## config.mk

```make
export PLATFORM = sky130hd
export DESIGN_NAME = mem_a
export DESIGN_NICKNAME = d
export VERILOG_FILES = /design/src/rtl/mem_a.sv
export SDC_FILE = /design/constraint.sdc
export NUM_CORES = 2
export LEC_CHECK = 0
export ABC_AREA = 1
export BUFFER_PORTS_ARGS = -buffer_cell sky130_fd_sc_hd__buf_2
export CAP_MARGIN = 20
export CORE_MARGIN = 2
export CORE_UTILIZATION = 56
export CTS_CLUSTER_SIZE = 30
export DETAILED_ROUTE_END_ITERATION = 10
export GPL_TIMING_DRIVEN = 0
export MAX_ROUTING_LAYER = met4
export PLACE_DENSITY = 0.84
export SETUP_SLACK_MARGIN = 0.05
export SLEW_MARGIN = 20
export SYNTH_ARGS = -nofsm -noshare
export SYNTH_HDL_FRONTEND = slang
export SYNTH_SLANG_ARGS = --single-unit
```

## constraint.sdc

```tcl
create_clock -name clk -period 1.2 [get_ports clk]
set_clock_uncertainty 0.15 [all_clocks]
set_input_delay 0.18 -clock clk [delete_from_list [all_inputs] [get_ports clk]]
set_output_delay 0.18 -clock clk [all_outputs]
set_load 0.02 [all_outputs]
```

## src/rtl/mem_a.sv

```systemverilog
`default_nettype none
// ============================================================================
//  Module   : mem_a
//  Purpose  : Systolic A-matrix feeder. It holds DIM rows and drains them as a
//             skewed stream, where lane r lags lane 0 by r cycles.
//  Option   : MEM_A_ASSERT_EN enables simulation-only protocol checks.
//  Revision : 1.0  initial release
// ============================================================================
module mem_a #(
  parameter int BITS_AB = 8,
  parameter int DIM     = 8
) (
  input  logic                      clk,
  input  logic                      rst_n,
  input  logic                      en,
  input  logic                      WrEn,
  input  logic signed [BITS_AB-1:0] Ain  [DIM-1:0],
  input  logic [$clog2(DIM)-1:0]    Arow,
  output logic signed [BITS_AB-1:0] Aout [DIM-1:0]
);

  logic signed [BITS_AB-1:0] a_q [DIM-1:0][DIM-1:0];
  logic signed [BITS_AB-1:0] a_d [DIM-1:0][DIM-1:0];
  logic                      shift_en;

  // A write wins over a shift that happens on the same edge.
  assign shift_en = en & ~WrEn;

  always_comb begin
    a_d = a_q;
    if (WrEn) begin
      a_d[Arow] = Ain;
    end else if (en) begin
      for (int r = 0; r < DIM; r++) begin
        for (int c = 0; c < DIM - 1; c++) begin
          a_d[r][c] = a_q[r][c+1];
        end
        a_d[r][DIM-1] = '0;
      end
    end
  end

  always_ff @(posedge clk or negedge rst_n) begin
    if (!rst_n) begin
      for (int r = 0; r < DIM; r++) begin
        for (int c = 0; c < DIM; c++) begin
          a_q[r][c] <= '0;
        end
      end
    end else begin
      a_q <= a_d;
    end
  end

  assign Aout[0] = a_q[0][0];

  // Lane r owns an r-deep delay chain that is fed by the head of row r.
  for (genvar r = 1; r < DIM; r++) begin : g_lane
    logic signed [BITS_AB-1:0] dly_q [r-1:0];

    always_ff @(posedge clk or negedge rst_n) begin
      if (!rst_n) begin
        for (int k = 0; k < r; k++) begin
          dly_q[k] <= '0;
        end
      end else if (shift_en) begin
        dly_q[0] <= a_q[r][0];
        for (int k = 1; k < r; k++) begin
          dly_q[k] <= dly_q[k-1];
        end
      end
    end

    assign Aout[r] = dly_q[r-1];
  end

`ifdef MEM_A_ASSERT_EN
  always @(posedge clk) begin
    if (rst_n) begin
      assert (!$isunknown({WrEn, en, Arow}))
        else $error("mem_a: X/Z on WrEn, en or Arow");
      assert (!(WrEn && en))
        else $error("mem_a: WrEn and en asserted together");
    end
  end
`endif

endmodule
`default_nettype wire

```

# Yosys cells after proc, flatten, opt, wreduce, memory -nomap -nowiden
# Cells that the tools add are included.
# op_classes
magnitude_cmp	2
mux	5
n_bitwise	2
reduce_logical	2
# op_table
cell	n
512-bit 2-to-1 mux	2
512-bit bitwise mux	1
64-bit demux with 3-bit select	1
64-bit 2-to-1 mux	1
3-bit by 4-bit < comparator with 1-bit output, second input constant	1
3-bit by 1-bit >= comparator with 1-bit output, second input constant	1
2-bit nonzero test	1
1-bit AND	1
1-bit logical AND	1
1-bit inverter	1
# word_totals
reg_bits	736
input_bits	71
wordCells	103

# Depth between registers and ports, before layout
# logic_depth
depth_word	6
ltp_mapped	7
depth_no_buf	6

# Worst setup path before layout
# OpenSTA, ideal clock, no wires.
# synth_timing
kind	input to register
start	input port en
end	register g_lane[1].dly_q[0] (netlist bit)
arrival_time_ns	1.098
required_ns	0.985
setup_slack_ns	-0.113
cell_stages	7
path_cell_list	buf_2 -> nand2_2 -> clkinv_2 -> buf_2 -> clkbuf_1 -> nand2_1 -> nand2_1
# synth_via
elab_chain_cells	1
# synth_lines
element	line	text
from (decl)	15	input logic en,
1-bit AND	27	assign shift_en = en & ~WrEn;
to (signal, indexed assignment)	69	dly_q[k] <= dly_q[k-1];
to (decl)	59	logic signed [BITS_AB-1:0] dly_q [r-1:0];
# Every way passes these cells.
# A chain may end at the register's enable or synchronous reset.

# Final worst setup path
# layout_timing
start	register a_q, in the netlist Aout[6]
end	output port Aout[6] (netlist bit)
# layout_lines
element	line	text
from (decl)	22	logic signed [BITS_AB-1:0] a_q [DIM-1:0][DIM-1:0];
from (signal, indexed assignment)	47	a_q[r][c] <= '0;
from (signal assigned)	51	a_q <= a_d;
to (decl)	19	output logic signed [BITS_AB-1:0] Aout [DIM-1:0]
# No word-level cell between the ends.

==> run metrics <==
status=complete, but fails checks; violated checks=design-rule violations, negative hold slack, negative setup slack; Final Setup Violations=around 220; DR vias/cell=roughly 6.4; drt drc=1; Clock transition at path regs=roughly 0.06 ns; Yosys top cell area share=0.565; leak pwr=18.9 nW; Final #Nets=just over 4k; Die Span Y=roughly 250 um; routed len/inst=between 20 and 25 um; Area Growth Syn to Fin=18.7%; design area=38700 um2; Crit Path Category=flip-flop to primary output; maximum achievable frequency=approximately 620 MHz; largest net degree at the start of global routing=between 80 and 90; mapped cell area=approximately 33000 um2; WL final=between 100 and 150 mm; placeable core area=slightly below 60000 um2; HP Class=primary input to asynchronous set/reset pin; Worst EP required=0.87 ns; CP delay by family, top=flip-flops; CTS max path bufs=3; H-tree depth=3; crit-path most repeated cell=buf_6; clk_lat worst skew=0.65 ns; most common cell after layout, fill and taps aside=nand3_1; final hold vios=between 80 and 90; syn_area_per_cell=8.69 um2; Buf/Inv on CP=2; Critical Path End Type=primary output; Synth area leaders=dfrtp_1 56%, nand3_1 26%, nand2_1 5.9%; port bufs=77; CTS tree=built; die footprint=roughly 60000 um2; post-route clock period utilization=1.35; maximum capacitance violations=0; layout cells sized above 1=0.144; CP Max Fanout=2; gr ovfl total=0; PD cells=roughly 1700 nW/um2; Slew @ Worst Pin=0.916 ns; Initial DRC Count=4266; FP Rows=between 80 and 90; RePlAce Congestion=between 0.9 and 1; vias in the first global route=approximately 29k; cts bufs inserted=76; initial antenna violation count=1; maximum VDD drop=around 0.0011 V; Starting Density=0.565; Overall Global Routing Usage=0.366; most frequent cells in the layout=1715 x nand3_1, 736 x dfrtp_1, 509 x nand2_1; cells after synthesis=3753; setup ws final=-0.422 ns; Max-slew headroom=0.387; critical-path cell list=buf_6 > buf_6; via count=between 30k and 40k; Syn Nets=about 3.8k; cell taking the most area after synthesis=dfrtp_1; setup TNS=-31.54 ns; post-DP HPWL=about 70 mm; first-pass GRT wire length=164 mm; Tot Pwr=67.2 mW; drt first pass iters=10; clock root cell=clkbuf_16; hold_ws=-0.0847 ns; unrepaired setup endpoints after global routing=true; antenna-violating nets left=0; Synth Warn #=0; Placement Cell Area=roughly 34000 um2; #FFs+latches synth=around 740; Seq/Total Area, Yosys=0.565; max-slew violation count=0; crit path time final=1.62 ns; slowest cell on the critical path=dfrtp_1; synth unique cells=18; # IOs=135; dpl cells=4603; Horiz. Die Dim=~250 um; CP max stage delay=slightly above 0.4 ns; Clock Sinks=736; final non-filler cell total=a little under 5k; Worst Setup Start Kind=flip-flop; crit path DAT=1.29 ns
## final cells by class
type                            instances  area, um2
Multi-Input combinational cell       2475      11900
Tap cell                              765        957
Timing Repair Buffer                  231       2710
Inverter                               85        329
Fill cell                            4409      19000
Antenna cell                            1       2.50
Buffer                                377       1940
Sequential cell                       736      18400
Clock buffer                          117       2280
Clock inverter                         19        170
## cell usage after synthesis, drive strengths merged
library cell / n
clkbuf: 253
dfrtp: 736
clkinv: 1
a21boi: 38
nand2: 517
o21ai: 198
inv: 84
nor2: 6
nand3: 1716
buf: 204
## final timing paths
path	slack (ns)	to	depth (start not counted)	start
worst min register to register	0.31	g_lane[7].dly_q[42]$_DFFE_PN0P_	2	g_lane[7].dly_q[34]$_DFFE_PN0P_
worst max register to register	0	a_q[493]$_DFFE_PN0P_	3	a_q[501]$_DFFE_PN0P_
worst min-delay path	-0.08	a_q[309]$_DFFE_PN0P_	7	rst_n
worst max-delay path	-0.42	Aout[6]	2	Aout[6]$_DFFE_PN0P_
max in group asynchronous	-0.17	g_lane[3].dly_q[5]$_DFFE_PN0P_	11	rst_n
min in group clk	0	a_q[312]$_DFFE_PN0P_	5	Arow[0]
## registers in the layout, summed over array words and instances (netlist names)
name and flops:
g_lane.dly_q 176, a_q 504, Aout 56
## worst min-delay path, cell delays in order
cell and delay [ns]:
buf_16 0.11, buf_12 0.10, buf_12 0.09, buf_12 0.09
buf_12 0.14, buf_16 0.12, buf_16 0.19
## where the power goes
group	internal [mW]	switching (mW)
Clock	13.5	10.0
Combinational	4.68	6.70
Sequential	29.4	2.84
## per-layer routing
layer	vias up	track usage	routed length, um
met5	-	-	0
met3	575	0.103	12700
met4	0	0.262	8740
li1	13400	-	-
met2	2125	0.526	47700
met1	14600	0.447	38400
## timing repair
item / CTS / global route
gates resized for setup: 192 / 145
pin swaps: 0 / 2
gates cloned: 14 / 2
setup endpoints to repair: 957 / 623
endpoints found under the hold margin: 521 / 190
hold buffers: 63 / 6
setup buffers: 41 / 22
## metrics by stage
| step | util | worst slack (ns) |
|---|---|---|
| finish | 0.671 | -0.422 |
| global route | 0.671 | -0.423 |
| CTS | 0.667 | -0.412 |
| detailed placement | 0.597 | -2.16 |
| global placement | 0.593 | -15.37 |
| floorplan | - | -0.0308 |
## cells by family (layout without fill, tap and decap cells)
group | after synthesis | count (layout) | share of synthesized area
buf+inv | 542 | 829 | 0.0725
compound gates | 236 | 236 | 0.0391
flops | 736 | 736 | 0.565
other cells | 0 | 1 | 0
simple gates | 2239 | 2239 | 0.324
No activity file was read; power rests on OpenSTA's default activity.
